<file path="src/rtl/channel_row_mapper_pkg.sv">
// Shared constants for the scope display row mapper: default vertical
// resolution, FSM encoding and a width helper that never returns zero.
package channel_row_mapper_pkg;

    localparam int VGA_VER_RES = 480;

    typedef enum logic [1:0] {
        ST_IDLE   = 2'd0,
        ST_SCAN   = 2'd1,
        ST_DIVIDE = 2'd2,
        ST_RUN    = 2'd3
    } state_t;

    function automatic int width_min1(input int n);
        return (n <= 2) ? 1 : $clog2(n);
    endfunction

endpackage

</file>
<file path="src/rtl/channel_row_mapper_seq_divider.sv">
// Restoring divider, one quotient bit per cycle. Quotient only; a zero
// divisor finishes on the next cycle with a zero quotient.
module channel_row_mapper_seq_divider
    import channel_row_mapper_pkg::*;
#(
    parameter  int WIDTH = 9,
    localparam int CNTW  = width_min1(WIDTH + 1)
) (
    input  logic             i_clk,
    input  logic             i_reset,
    input  logic             i_start,
    input  logic [WIDTH-1:0] i_dividend,
    input  logic [WIDTH-1:0] i_divisor,
    output logic             o_done,
    output logic [WIDTH-1:0] o_quotient
);

    logic [WIDTH-1:0] r_dq;
    logic [WIDTH-1:0] r_rem;
    logic [WIDTH-1:0] r_dvs;
    logic [CNTW-1:0]  r_cnt;
    logic             r_busy;
    logic             r_done;

    logic [WIDTH:0]   w_trial;
    logic [WIDTH:0]   w_diff;
    logic             w_qbit;

    // r_dq shifts the dividend out of its top while quotient bits enter at the bottom
    assign w_trial = {r_rem, r_dq[WIDTH-1]};
    assign w_diff  = w_trial - {1'b0, r_dvs};
    assign w_qbit  = ~w_diff[WIDTH];

    always_ff @(posedge i_clk or posedge i_reset) begin
        if (i_reset) begin
            r_dq   <= '0;
            r_rem  <= '0;
            r_dvs  <= '0;
            r_cnt  <= '0;
            r_busy <= 1'b0;
            r_done <= 1'b0;
        end else begin
            r_done <= 1'b0;
            if (i_start) begin
                r_dq   <= (i_divisor == '0) ? '0 : i_dividend;
                r_rem  <= '0;
                r_dvs  <= i_divisor;
                r_cnt  <= CNTW'(WIDTH);
                r_busy <= (i_divisor != '0);
                r_done <= (i_divisor == '0);
            end else if (r_busy) begin
                r_rem <= w_qbit ? w_diff[WIDTH-1:0] : w_trial[WIDTH-1:0];
                r_dq  <= (r_dq << 1) | WIDTH'(w_qbit);
                r_cnt <= r_cnt - CNTW'(1);
                if (r_cnt == CNTW'(1)) begin
                    r_busy <= 1'b0;
                    r_done <= 1'b1;
                end
            end
        end
    end

    assign o_done     = r_done;
    assign o_quotient = r_dq;

endmodule

</file>
<file path="src/rtl/channel_row_mapper.sv">
// Per-frame channel band mapper: snapshots the enable mask, lists enabled
// channels, divides the screen into bands and tracks rows incrementally.
module channel_row_mapper
    import channel_row_mapper_pkg::*;
#(
    parameter  int MAX_CHAN_COUNT = 10,
    parameter  int OFFSET         = 0,
    parameter  int VER_RES        = VGA_VER_RES,
    localparam int RW             = width_min1(VER_RES),
    localparam int CW             = width_min1(MAX_CHAN_COUNT),
    localparam int NW             = width_min1(MAX_CHAN_COUNT + 1)
) (
    input  logic                      i_clk,
    input  logic                      i_reset,
    input  logic                      i_frame_start,
    input  logic [MAX_CHAN_COUNT-1:0] i_channel_enable,
    input  logic                      i_row_strobe,
    input  logic [RW-1:0]             i_pixel_row,
    output logic                      o_ready,
    output logic                      o_out_valid,
    output logic                      o_is_channel,
    output logic [CW-1:0]             o_channel_number,
    output logic [RW-1:0]             o_channel_row,
    output logic [RW-1:0]             o_channel_height,
    output logic [NW-1:0]             o_channel_count,
    output logic                      o_sync_err
);

    state_t r_state;
    state_t w_state_next;

    logic [MAX_CHAN_COUNT-1:0]         r_snap;
    logic [MAX_CHAN_COUNT-1:0][CW-1:0] r_list;
    logic [CW-1:0]                     r_idx;
    logic [NW-1:0]                     r_count;
    logic [NW-1:0]                     r_count_out;
    logic [RW-1:0]                     r_height;

    logic [NW-1:0] r_slot;
    logic [RW-1:0] r_offs;
    logic [RW-1:0] r_prev;
    logic          r_sync;

    logic          r_out_valid;
    logic          r_is_ch;
    logic [CW-1:0] r_ch_num;
    logic [RW-1:0] r_ch_row;

    logic          w_scan_last;
    logic          w_scan_hit;
    logic [NW-1:0] w_count_final;
    logic          w_div_start;
    logic          w_div_done;
    logic [RW-1:0] w_quotient;

    logic          w_run_strobe;
    logic [RW:0]   w_rel;
    logic          w_row_below;
    logic          w_row_at;
    logic          w_row_next;
    logic          w_band_end;
    logic          w_slot_full;
    logic [NW-1:0] w_slot_n;
    logic [RW-1:0] w_offs_n;
    logic          w_sync_n;
    logic          w_is_ch;
    logic          w_hit;

    assign w_scan_last   = (r_state == ST_SCAN) && (r_idx == CW'(MAX_CHAN_COUNT - 1));
    assign w_scan_hit    = r_snap[r_idx];
    assign w_count_final = r_count + NW'(w_scan_hit);
    assign w_div_start   = w_scan_last && !i_frame_start;

    channel_row_mapper_seq_divider #(
        .WIDTH (RW)
    ) u_div (
        .i_clk      (i_clk),
        .i_reset    (i_reset),
        .i_start    (w_div_start),
        .i_dividend (RW'(VER_RES - OFFSET)),
        .i_divisor  (RW'(w_count_final)),
        .o_done     (w_div_done),
        .o_quotient (w_quotient)
    );

    always_ff @(posedge i_clk or posedge i_reset) begin
        if (i_reset) r_state <= ST_IDLE;
        else         r_state <= w_state_next;
    end

    always_comb begin
        w_state_next = r_state;
        case (r_state)
            ST_IDLE:   ;
            ST_SCAN:   if (w_scan_last) w_state_next = ST_DIVIDE;
            ST_DIVIDE: if (w_div_done)  w_state_next = ST_RUN;
            ST_RUN:    ;
            default:   w_state_next = ST_IDLE;
        endcase
        if (i_frame_start) w_state_next = ST_SCAN;
    end

    always_ff @(posedge i_clk or posedge i_reset) begin
        if (i_reset) begin
            r_snap      <= '0;
            r_list      <= '0;
            r_idx       <= '0;
            r_count     <= '0;
            r_count_out <= '0;
            r_height    <= '0;
        end else if (i_frame_start) begin
            r_snap  <= i_channel_enable;
            r_list  <= '0;
            r_idx   <= '0;
            r_count <= '0;
        end else if (r_state == ST_SCAN) begin
            if (w_scan_hit) begin
                r_list[r_count[CW-1:0]] <= r_idx;
                r_count                 <= w_count_final;
            end
            if (!w_scan_last) r_idx <= r_idx + CW'(1);
        end else if ((r_state == ST_DIVIDE) && w_div_done) begin
            r_height    <= w_quotient;
            r_count_out <= r_count;
        end
    end

    // Widened subtract gives below/at-OFFSET tests without constant compares
    assign w_run_strobe = i_row_strobe && (r_state == ST_RUN) && !i_frame_start;
    assign w_rel        = {1'b0, i_pixel_row} - (RW + 1)'(OFFSET);
    assign w_row_below  = w_rel[RW];
    assign w_row_at     = (w_rel == '0);
    assign w_row_next   = (i_pixel_row == r_prev + RW'(1));
    assign w_band_end   = (r_offs == r_height - RW'(1));
    assign w_slot_full  = (r_slot == r_count);

    always_comb begin
        w_slot_n = r_slot;
        w_offs_n = r_offs;
        w_sync_n = r_sync;
        if (w_row_below || w_row_at) begin
            w_slot_n = '0;
            w_offs_n = '0;
        end else if (w_row_next) begin
            if (w_band_end) begin
                w_offs_n = '0;
                if (!w_slot_full) w_slot_n = r_slot + NW'(1);
            end else begin
                w_offs_n = r_offs + RW'(1);
            end
        end else begin
            w_sync_n = 1'b1;
        end
        w_is_ch = (r_count != '0) && (w_slot_n < r_count) && !w_sync_n && !w_row_below;
    end

    assign w_hit = w_run_strobe && w_is_ch;

    always_ff @(posedge i_clk or posedge i_reset) begin
        if (i_reset) begin
            r_slot <= '0;
            r_offs <= '0;
            r_prev <= '0;
            r_sync <= 1'b0;
        end else if (i_frame_start) begin
            r_slot <= '0;
            r_offs <= '0;
            r_prev <= '0;
            r_sync <= 1'b0;
        end else if (w_run_strobe) begin
            r_slot <= w_slot_n;
            r_offs <= w_offs_n;
            r_prev <= i_pixel_row;
            r_sync <= w_sync_n;
        end
    end

    always_ff @(posedge i_clk or posedge i_reset) begin
        if (i_reset) begin
            r_out_valid <= 1'b0;
            r_is_ch     <= 1'b0;
            r_ch_num    <= '0;
            r_ch_row    <= '0;
        end else begin
            r_out_valid <= i_row_strobe;
            if (i_row_strobe) begin
                r_is_ch  <= w_hit;
                r_ch_num <= w_hit ? r_list[w_slot_n[CW-1:0]] : '0;
                r_ch_row <= w_hit ? w_offs_n : '0;
            end
        end
    end

    assign o_ready          = (r_state == ST_RUN);
    assign o_out_valid      = r_out_valid;
    assign o_is_channel     = r_is_ch;
    assign o_channel_number = r_ch_num;
    assign o_channel_row    = r_ch_row;
    assign o_channel_height = r_height;
    assign o_channel_count  = r_count_out;
    assign o_sync_err       = r_sync;

endmodule

</file>
<file path="config.mk">
export PLATFORM = sky130hd
export DESIGN_NAME = channel_row_mapper
export DESIGN_NICKNAME = d
export VERILOG_FILES = /design/src/rtl/channel_row_mapper_pkg.sv /design/src/rtl/channel_row_mapper_seq_divider.sv /design/src/rtl/channel_row_mapper.sv
export SDC_FILE = /design/constraint.sdc
export NUM_CORES = 1
export LEC_CHECK = 0
export CAP_MARGIN = 40
export CORE_MARGIN = 3
export CORE_UTILIZATION = 60
export DETAILED_ROUTE_END_ITERATION = 7
export PLACE_DENSITY = 0.92
export SLEW_MARGIN = 15
export SYNTH_ARGS = -nofsm -noshare
export SYNTH_HDL_FRONTEND = slang
export SYNTH_SLANG_ARGS = --single-unit
</file>
<file path="constraint.sdc">
create_clock -name i_clk -period 12.7 [get_ports i_clk]
set_clock_uncertainty 0.2 [all_clocks]
set_input_delay 3.81 -clock i_clk [delete_from_list [all_inputs] [get_ports i_clk]]
set_output_delay 3.81 -clock i_clk [all_outputs]
set_load 0.02 [all_outputs]
</file>
==> flow_summary.json, run 1 <==
{
  "status": "finished clean",
  "required_ns": 12.83,
  "total_power_w": 0.00126,
  "start_util_pct": 61.8,
  "routed-via-count": 6045,
  "cts_root_buffer": "clkbuf_16",
  "internal_power_w": 0.000870,
  "final_cells": 963,
  "finalMaxSlewViolations": 0,
  "portBuffers": 52,
  "syn-cell-area_um2": 7480,
  "die_area_um2": 13800,
  "asyncSetResetFlopFracSynth_pct": 100,
  "synthCells": 741,
  "ant_nets": 0,
  "post_cts_buffers": 0,
  "wl_per_cell_um": 18.7,
  "ios": 53,
  "synth_edf_count": 0,
  "pwr-share-clk_pct": 37.4,
  "ctsResizeCount": 0,
  "slowest_delay_ns": 0.69,
  "synth_nets": 781,
  "endpoint_kind": "register",
  "tightest_slew_ns": 0.885,
  "path_max_fanout": 11,
  "leakagePower_nw": 3.90,
  "dr.first_iter.drc_count": 804,
  "gp_congestion": 0.897,
  "comb_power_share_pct": 18.9,
  "grt_overflow_total": 0,
  "drive_gt1_share_pct": 11.8,
  "synthTopCellsByArea": "dfrtp_1 46%, mux2i_1 5.6%, nor2_1 4.5%",
  "ctsHoldBuffers": 0,
  "grt_pass1_vias": 6209,
  "p_per_area_nw_per_um2": 144,
  "synth_cell_type_count": 72,
  "vias_per_cell": 6.28,
  "synth_common_cells": "139 x dfrtp_1, 90 x nor2_1, 52 x nand2_1",
  "numCtsBuffers": 17,
  "path_class": "in2reg",
  "cp-start-kind": "primary input",
  "timing.fmax_mhz": 119,
  "first_pass_iters": 5,
  "cts_num_sinks": 139,
  "cts.reportedPaths.clkPinSlew_ns": 0.06,
  "drt_wl_total_mm": 18.0,
  "die_x_um": 118,
  "grt_pass1_wl_mm": 30.4,
  "peakVddDrop_v": 0.0000987,
  "pre_cts_slack_ns": 3.99,
  "clock_path_buffers": 2,
  "path_delay_family": "compound AO/OA/AOI/OAI gates",
  "core_um2": 12100,
  "max_slew_margin_pct": 40.4,
  "fp-row-count": 40,
  "hpwl_mm": 12.0,
  "switching_power_w": 0.000387,
  "antenna_found_initial": 0,
  "cap_violations": 0,
  "drc_errors": 0,
  "rsz0062_at_grt": "false",
  "synth_largest_area_cell": "dfrtp_1",
  "clock_latency_ns": 0.43,
  "switching_share_pct": 30.8,
  "stdcell_area_um2": 8710,
  "hold_viol_final": 0,
  "synthFlopType": "dfrtp_1",
  "crit_arrival_ns": 8.50,
  "cp_slowest_cell": "a31oi_2",
  "fin_nets": 822,
  "crit_chain": "clkdlybuf4s50_1 > xor2_1 > nor4b_1 > a211oi_1 > a2111o_1 > nor4_4 > nor2_1 > a31oi_2 > inv_1 > ha_1 > a21oi_1 > a31oi_1 > o21ai_2 > nand3_2 > o22ai_1",
  "yosys_warnings": 0,
  "synth.most_common_cell": "dfrtp_1",
  "cts_tree": "built",
  "fp.dieH_um": 118,
  "track_usage_pct": 26.9,
  "htreeDepth": 4,
  "p_seq_share_pct": 43.6,
  "ys_seq_area_share_pct": 46.5,
  "grt_max_degree": 68,
  "setup_tns_ns": 0,
  "critical_path_buf_inv_count": 2,
  "hp-class": "reg2reg",
  "n_antenna_cell": 0,
  "fin_crit_sh_pct": 66.0,
  "setup_violations": 0,
  "yosys.area.top_type_share_pct": 46.5,
  "place_inst": 931,
  "syn2layout_area_growth_pct": 16.4,
  "synth-seq-cells": 139,
  "setup_ws_ns": 4.32,
  "syn_area_per_cell_um2": 10.1,
  "period_needed_ns": 8.38,
  "placed_cell_area_um2": 8150
}
-- worst reg2reg max path: stages, from the launching register on --
cell and delay (ns):
dfrtp_1 0.45, inv_1 0.12, ha_1 0.23, and2b_1 0.26, nand3_1 0.13, a221o_1 0.38, a221o_1 0.45, nor4_4 0.42
nor2_1 0.13, a31oi_2 0.69, inv_1 0.11, ha_1 0.34, a21oi_1 0.27, a31oi_1 0.15, o21ai_2 0.28, nand3_2 0.21
o22ai_1 0.21
-- final timing paths --
path | startpoint | end | slack, ns | cells past startpoint
setup reg to reg | o_channel_height[0] | o_channel_row[6] | 7.58 | 16
setup / recovery | i_pixel_row[7] | o_channel_row[6] | 4.32 | 15
max in group asynchronous | i_reset | o_channel_number[2] | 7.40 | 4
hold / removal | r_snap[9] | r_snap[9] | 0.31 | 1
hold reg to reg | r_snap[9] | r_snap[9] | 0.31 | 1
min in group asynchronous | i_reset | o_channel_row[7] | 3.64 | 2
-- power groups by stage --
stage | clock network [W] | registers [W] | logic, W
3_5_place_dp | 0 | 0.000553 | 0.000231
2_1_floorplan | 0 | 0.000526 | 0.000188
5_1_grt | 0.000497 | 0.000555 | 0.000264
4_1_cts | 0.000475 | 0.000547 | 0.000237
3_3_place_gp | 0 | 0.000549 | 0.000206
6_report | 0.000470 | 0.000549 | 0.000238
-- layout make-up --
type | instances | area, um^2
Clock buffer | 21 | 450
Clock inverter | 11 | 111
Fill cell | 795 | 3400
Inverter | 34 | 130
Multi-Input combinational cell | 529 | 3730
Sequential cell | 139 | 3480
Tap cell | 168 | 210
Timing Repair Buffer | 61 | 603
-- kinds of logic after synthesis --
logic type                 count (synthesis)  share of synthesized area [%]
and+or+nand+nor                          251                           16.7
xor gates and xnor gates                  49                           5.84
adders and majority gates                 18                           3.08
buffers and inverters                     73                           3.83
AOI/OAI and AO/OA                        133                           11.5
muxes                                     78                           12.6
DFF                                      139                           46.5
-- sequential cells by signal, summed over array words and instances (netlist names), 4 cells and up --
| name | count |
|---|---|
| u_div.o_quotient | 9 |
| u_div.r_cnt | 4 |
| r_slot | 4 |
| r_snap | 10 |
| o_channel_count | 4 |
| o_channel_height | 9 |
| o_channel_row | 9 |
| r_idx | 4 |
| r_offs | 9 |
| u_div.r_rem | 9 |
| r_prev | 9 |
| u_div.r_dvs | 4 |
| r_count | 4 |
| o_channel_number | 4 |
| r_list | 40 |
-- layer usage --
metal  vias up  GRT usage, %  share of wire (%)
met5         -             0                  0
li1       2689             -                  -
met4         0          11.4                3.6
met3        77          6.97                6.6
met2       304          45.7                 51
met1      2975          32.7                 39
-- metrics by stage --
stage	utilization [%]	hold WS, ns
2_1_floorplan	-	0.250
3_3_place_gp	66.9	0.270
3_5_place_dp	67.3	0.292
4_1_cts	71.9	0.305
5_1_grt	71.9	0.332
6_report	71.9	0.307
-- layout by cell type (no fill, tap or decap), types with 23 or more instances in the layout --
cell type,Yosys,layout
inv_1,34,33
mux2i_1,42,42
nand2_1,52,52
clkdlybuf4s50_1,0,51
o21ai_0,32,32
xnor2_1,33,33
dfrtp_1,139,139
mux2_2,25,25
nand3_1,23,23
nor2_1,90,90
a21oi_1,34,34
Power figures use the tool's default switching activity.
==> run 2, diff against run 1 <==
--- a/config.mk
+++ b/config.mk
@@ -7,9 +7,9 @@
 export LEC_CHECK = 0
 export CAP_MARGIN = 40
 export CORE_MARGIN = 3
-export CORE_UTILIZATION = 60
+export CORE_UTILIZATION = 54
 export DETAILED_ROUTE_END_ITERATION = 7
-export PLACE_DENSITY = 0.92
+export PLACE_DENSITY = 0.88
 export SLEW_MARGIN = 15
 export SYNTH_ARGS = -nofsm -noshare
 export SYNTH_HDL_FRONTEND = slang
==> constraint.sdc (replaced) <==
create_clock -name i_clk -period 6.9 [get_ports i_clk]
set_clock_uncertainty 0.2 [all_clocks]
set_input_delay 2.07 -clock i_clk [delete_from_list [all_inputs] [get_ports i_clk]]
set_output_delay 2.07 -clock i_clk [all_outputs]
set_load 0.02 [all_outputs]
==> run 2 against run 1 <==
Critical path depth up 1. Non-clock buffer count up 2. Clock-buffer cell count up 5. First-iteration DRC count down 14%. Setup slack worse by 3.7 ns. Die area up 11%. Via count down 3.4%. Sequential power up 82%. Flip-flop and latch count unchanged. Global-route usage down 3.6 points. Power up 89%. Final area up 1.2%. Highest routed layer unchanged.
==> flow_summary.json, run 2 (synthesized netlist as in run 1, its figures left out) <==
{
  "cap_violations": 0,
  "track_usage_pct": 23.3,
  "period_needed_ns": 6.28,
  "wl_per_cell_um": 17.1,
  "grt_pass1_vias": 5697,
  "hp-class": "reg2reg",
  "drive_gt1_share_pct": 11.9,
  "antenna_found_initial": 0,
  "comb_power_share_pct": 17.9,
  "syn2layout_area_growth_pct": 17.8,
  "fin_nets": 824,
  "hpwl_mm": 10.9,
  "pre_cts_slack_ns": 0.376,
  "drt_wl_total_mm": 16.7,
  "globalRouteMet1Util_pct": 30.3,
  "first_pass_iters": 5,
  "rsz0062_at_grt": "false",
  "core_um2": 13400,
  "cts_num_sinks": 139,
  "path_class": "in2reg",
  "dr.first_iter.drc_count": 690,
  "p_seq_share_pct": 42.2,
  "internal_power_w": 0.00171,
  "n_antenna_cell": 0,
  "peakVddDrop_v": 0.000182,
  "cts_tree": "built",
  "gp_congestion": 0.869,
  "placed_cell_area_um2": 8200,
  "pwr-share-clk_pct": 39.9,
  "die_area_um2": 15300,
  "largest_registers": "r_list (40), r_snap (10)",
  "htreeDepth": 4,
  "top_usage_layer": "met2",
  "ant_nets": 0,
  "ctsResizeCount": 0,
  "fin_crit_sh_pct": 91.0,
  "cp-start-kind": "primary input",
  "endpoint_kind": "register",
  "die_x_um": 124,
  "drc_errors": 0,
  "place_inst": 941,
  "required_ns": 7.05,
  "largest_reg_flops": 40,
  "hold_viol_final": 0,
  "setup_ws_ns": 0.620,
  "routed-via-count": 5838,
  "path_max_fanout": 8,
  "max_slew_margin_pct": 37.2,
  "p_per_area_nw_per_um2": 270,
  "grt_use_met3_pct": 5.81,
  "post_cts_buffers": 0,
  "grt_use_met2_pct": 37.2,
  "grt_overflow_total": 0,
  "setup_violations": 0,
  "ios": 53,
  "clock_path_buffers": 2,
  "numCtsBuffers": 17,
  "ctsHoldBuffers": 0,
  "vias_per_cell": 6.00,
  "grt_pass1_wl_mm": 27.8,
  "grt_max_degree": 78,
  "finalMaxSlewViolations": 0,
  "setup_tns_ns": 0,
  "fill_cells": 1004,
  "final_cells": 973,
  "switching_power_w": 0.000670,
  "mostFrequentLayoutCells": "139 x dfrtp_1, 90 x nor2_1, 52 x nand2_1, 51 x clkdlybuf4s50_1, 42 x mux2i_1",
  "portBuffers": 52,
  "stdcell_area_um2": 8810,
  "top_register": "r_list",
  "tightest_slew_ns": 0.933,
  "leakagePower_nw": 3.95,
  "fp-row-count": 42,
  "layout_commonest_cell": "dfrtp_1",
  "switching_share_pct": 28.2,
  "status": "finished clean",
  "crit_arrival_ns": 6.43,
  "start_util_pct": 55.8,
  "clock_latency_ns": 0.42,
  "timing.fmax_mhz": 159,
  "cts_root_buffer": "clkbuf_16",
  "cts.reportedPaths.clkPinSlew_ns": 0.06,
  "fp.dieH_um": 124
}
run 2: cell count changes in the layout (fill, tap and decap cells not counted), sizes merged:
| cell | delta |
|---|---|
| clkbuf | +5 |
| bufinv | +2 |
| buf | +2 |
| inv | -4 |
| clkinv | -2 |
| clkinvlp | -1 |
run 2: layer usage:
layer | vias up | routed length, um | share of wire, %
li1 | 2692 | - | -
met1 | 2870 | 7180 | 43
met5 | - | 0 | 0
met2 | 220 | 8030 | 48
met3 | 56 | 927 | 5.6
met4 | 0 | 520 | 3.1
run 2: worst paths after layout:
check | end | slack, ns | depth (start not counted) | startpoint
worst max-delay path | o_channel_number[0] | 0.62 | 16 | i_pixel_row[7]
worst min-delay path | r_snap[2] | 0.30 | 1 | r_snap[2]
worst max register to register | o_channel_number[0] | 2.26 | 17 | o_channel_height[0]
worst min register to register | r_snap[2] | 0.30 | 1 | r_snap[2]
max in group asynchronous | r_snap[7] | 3.56 | 4 | i_reset
min in group asynchronous | o_channel_row[8] | 1.77 | 2 | i_reset
run 2: metrics by stage:
stage	util, %	hold slack [ns]	total power, W
after floorplan	-	0.250	0.00131
after global placement	60.7	0.274	0.00140
after detailed placement	61.2	0.278	0.00144
after CTS	65.8	0.293	0.00239
after global routing	65.8	0.328	0.00250
final	65.8	0.305	0.00238
run 2: power groups by stage:
stage	sequential [W]	combinational [W]	clock (W)
5_1_grt	0.00102	0.000483	0.000998
3_5_place_dp	0.00101	0.000422	0
4_1_cts	0.00100	0.000427	0.000962
2_1_floorplan	0.000968	0.000346	0
6_report	0.00100	0.000427	0.000950
3_3_place_gp	0.00101	0.000387	0
run 2: cell type report:
class / count / area (um^2) / area share [%]
Sequential cell: 139 / 3480 / 39.5
Clock buffer: 26 / 509 / 5.78
Tap cell: 176 / 220 / 2.50
Timing Repair Buffer: 63 / 638 / 7.24
Inverter: 34 / 133 / 1.50
Clock inverter: 6 / 108 / 1.22
Multi-Input combinational cell: 529 / 3730 / 42.3
run 2: worst max-delay path, cell delays in order:
cell             delay, ns
clkdlybuf4s50_1       0.56
xor2_1                0.16
nor4b_1               0.39
a211oi_1              0.18
a2111o_1              0.58
nor4_2                0.39
a41oi_1               0.15
o21ai_0               0.45
inv_1                 0.09
ha_1                  0.19
nor3_1                0.17
and3_1                0.28
nand2_1               0.09
nor4b_2               0.44
a21oi_1               0.12
o21ai_1               0.10
==> run 3, diff against run 2 <==
--- a/config.mk
+++ b/config.mk
@@ -9,7 +9,7 @@
 export CORE_MARGIN = 3
 export CORE_UTILIZATION = 54
 export DETAILED_ROUTE_END_ITERATION = 7
-export PLACE_DENSITY = 0.88
+export PLACE_DENSITY = 0.77
 export SLEW_MARGIN = 15
 export SYNTH_ARGS = -nofsm -noshare
 export SYNTH_HDL_FRONTEND = slang
==> run 3 against run 2 <==
Worst hold slack got worse by 0.014 ns. Largest power group unchanged. Die area unchanged. Via count down 1.7%. Setup slack improved by 0.11 ns. Register-to-register slack about the same. Sequential power about the same. Combinational power about the same.
==> flow_summary.json, run 3 (synthesized netlist as in run 1, its figures left out) <==
{
  "hpwl_mm": 11.1,
  "vias_per_cell": 5.91,
  "die_area_um2": 15300,
  "cp_slowest_cell": "a2111o_1",
  "dr.first_iter.drc_count": 662,
  "cts.reportedPaths.clkPinSlew_ns": 0.06,
  "fp.dieH_um": 124,
  "rrSetupSlack_ns": 2.26,
  "setup_violations": 0,
  "slowest_delay_ns": 0.57,
  "ctsResizeCount": 0,
  "ios": 53,
  "ctsHoldBuffers": 0,
  "htreeDepth": 4,
  "portBuffers": 52,
  "grt_overflow_total": 0,
  "globalRouteMet1Util_pct": 29.5,
  "clock_path_buffers": 2,
  "fin_nets": 823,
  "rsz0062_at_grt": "false",
  "crit_chain": "clkdlybuf4s50_1 > xor2_1 > nor4b_1 > a211oi_1 > a2111o_1 > nor4_2 > a41oi_1 > o21ai_0 > inv_1 > ha_1 > nor3_1 > and3_1 > nand2_1 > nor4b_2 > a21oi_1 > o21ai_1",
  "cts_num_sinks": 139,
  "cp-startpoint": "i_pixel_row[7]",
  "required_ns": 7.05,
  "cap_violations": 0,
  "top_register": "r_list",
  "setup_tns_ns": 0,
  "reg2reg_depth": 17,
  "top_usage_layer": "met2",
  "timing.fmax_mhz": 162,
  "grt_pass1_wl_mm": 27.3,
  "drc_errors": 0,
  "largest_registers": "r_list (40), r_snap (10)",
  "grt_use_met3_pct": 5.31,
  "start_util_pct": 55.8,
  "grt_max_degree": 68,
  "mostFrequentLayoutCells": "139 x dfrtp_1, 90 x nor2_1, 52 x nand2_1, 51 x clkdlybuf4s50_1, 42 x mux2i_1",
  "drt_wl_total_mm": 16.4,
  "die_x_um": 124,
  "syn2layout_area_growth_pct": 17.3,
  "first_pass_iters": 5,
  "critical_path_buf_inv_count": 2,
  "post_cts_buffers": 0,
  "peakVddDrop_v": 0.000165,
  "core_um2": 13400,
  "cts_root_buffer": "clkbuf_16",
  "leakagePower_nw": 3.94,
  "fin_crit_sh_pct": 89.4,
  "status": "finished clean",
  "reg2reg_from": "o_channel_height[0]",
  "ant_nets": 0,
  "path_max_fanout": 8,
  "grt_use_met2_pct": 37.6,
  "finalMaxSlewViolations": 0,
  "hp-class": "reg2reg",
  "gp_congestion": 0.887,
  "cp.depth": 16,
  "period_needed_ns": 6.17,
  "numCtsBuffers": 17,
  "largest_reg_flops": 40,
  "endpoint_kind": "register",
  "path_class": "in2reg",
  "path_delay_family": "simple AND/OR/NAND/NOR gates",
  "routed-via-count": 5740,
  "cp-start-kind": "primary input",
  "p_per_area_nw_per_um2": 269,
  "cts_tree": "built",
  "clock_latency_ns": 0.42,
  "max_slew_margin_pct": 47.6,
  "pre_cts_slack_ns": 0.327,
  "grt_pass1_vias": 5655,
  "tightest_slew_ns": 0.779,
  "drive_gt1_share_pct": 12.2,
  "antenna_found_initial": 0,
  "hold_viol_final": 0,
  "wl_per_cell_um": 16.9,
  "setup_ws_ns": 0.729,
  "track_usage_pct": 22.7,
  "cp-endpoint": "o_channel_number[2]",
  "n_antenna_cell": 0,
  "total_power_w": 0.00236,
  "crit_arrival_ns": 6.32,
  "fp-row-count": 42,
  "layout_commonest_cell": "dfrtp_1",
  "fin_hold_ws_ns": 0.291,
  "reg2reg_to": "o_channel_number[2]"
}
[run 3: worst min-delay path by stage]
stage / start / to / cells past startpoint
floorplan: u_div.r_dvs[3] / u_div.r_dvs[3] / 2
global placement: u_div.r_dvs[0] / u_div.r_dvs[0] / 2
detailed placement: u_div.r_dvs[3] / u_div.r_dvs[3] / 2
CTS: u_div.r_dvs[3] / u_div.r_dvs[3] / 2
global route: u_div.r_dvs[0] / u_div.r_dvs[0] / 2
finish: u_div.r_dvs[3] / u_div.r_dvs[3] / 2
[run 3: power breakdown]
group          internal, W  switching (W)
combinational     0.000191       0.000234
sequential        0.000901      0.0000991
clock             0.000581       0.000356
[run 3: per-stage QoR]
| step | area (um^2) | utilization [%] | instances |
|---|---|---|---|
| 2_1_floorplan | 7480 | - | 741 |
| 3_3_place_gp | 8130 | 60.7 | 938 |
| 3_5_place_dp | 8170 | 60.9 | 940 |
| 4_1_cts | 8770 | 65.5 | 972 |
| 5_1_grt | 8770 | 65.5 | 972 |
| 6_report | 8770 | 65.5 | 972 |
[run 3: worst min-delay path: stages, from the launching register on]
cell     delay, ns
dfrtp_1       0.35
nand2_1       0.05
o21ai_0       0.06
[run 3: final cells by class]
class	instances	area, um^2
Tap cell	176	220
Clock buffer	19	443
Multi-Input combinational cell	529	3730
Timing Repair Buffer	62	611
Fill cell	1030	4630
Sequential cell	139	3480
Inverter	34	130
Clock inverter	13	165
[run 3: per-layer routing]
| metal | up-vias | part of all wire [%] | wire length (um) |
|---|---|---|---|
| met3 | 23 | 4.7 | 764 |
| met5 | - | 0 | 0 |
| met2 | 165 | 50 | 8220 |
| li1 | 2708 | - | - |
| met1 | 2844 | 44 | 7150 |
| met4 | 0 | 1.5 | 252 |
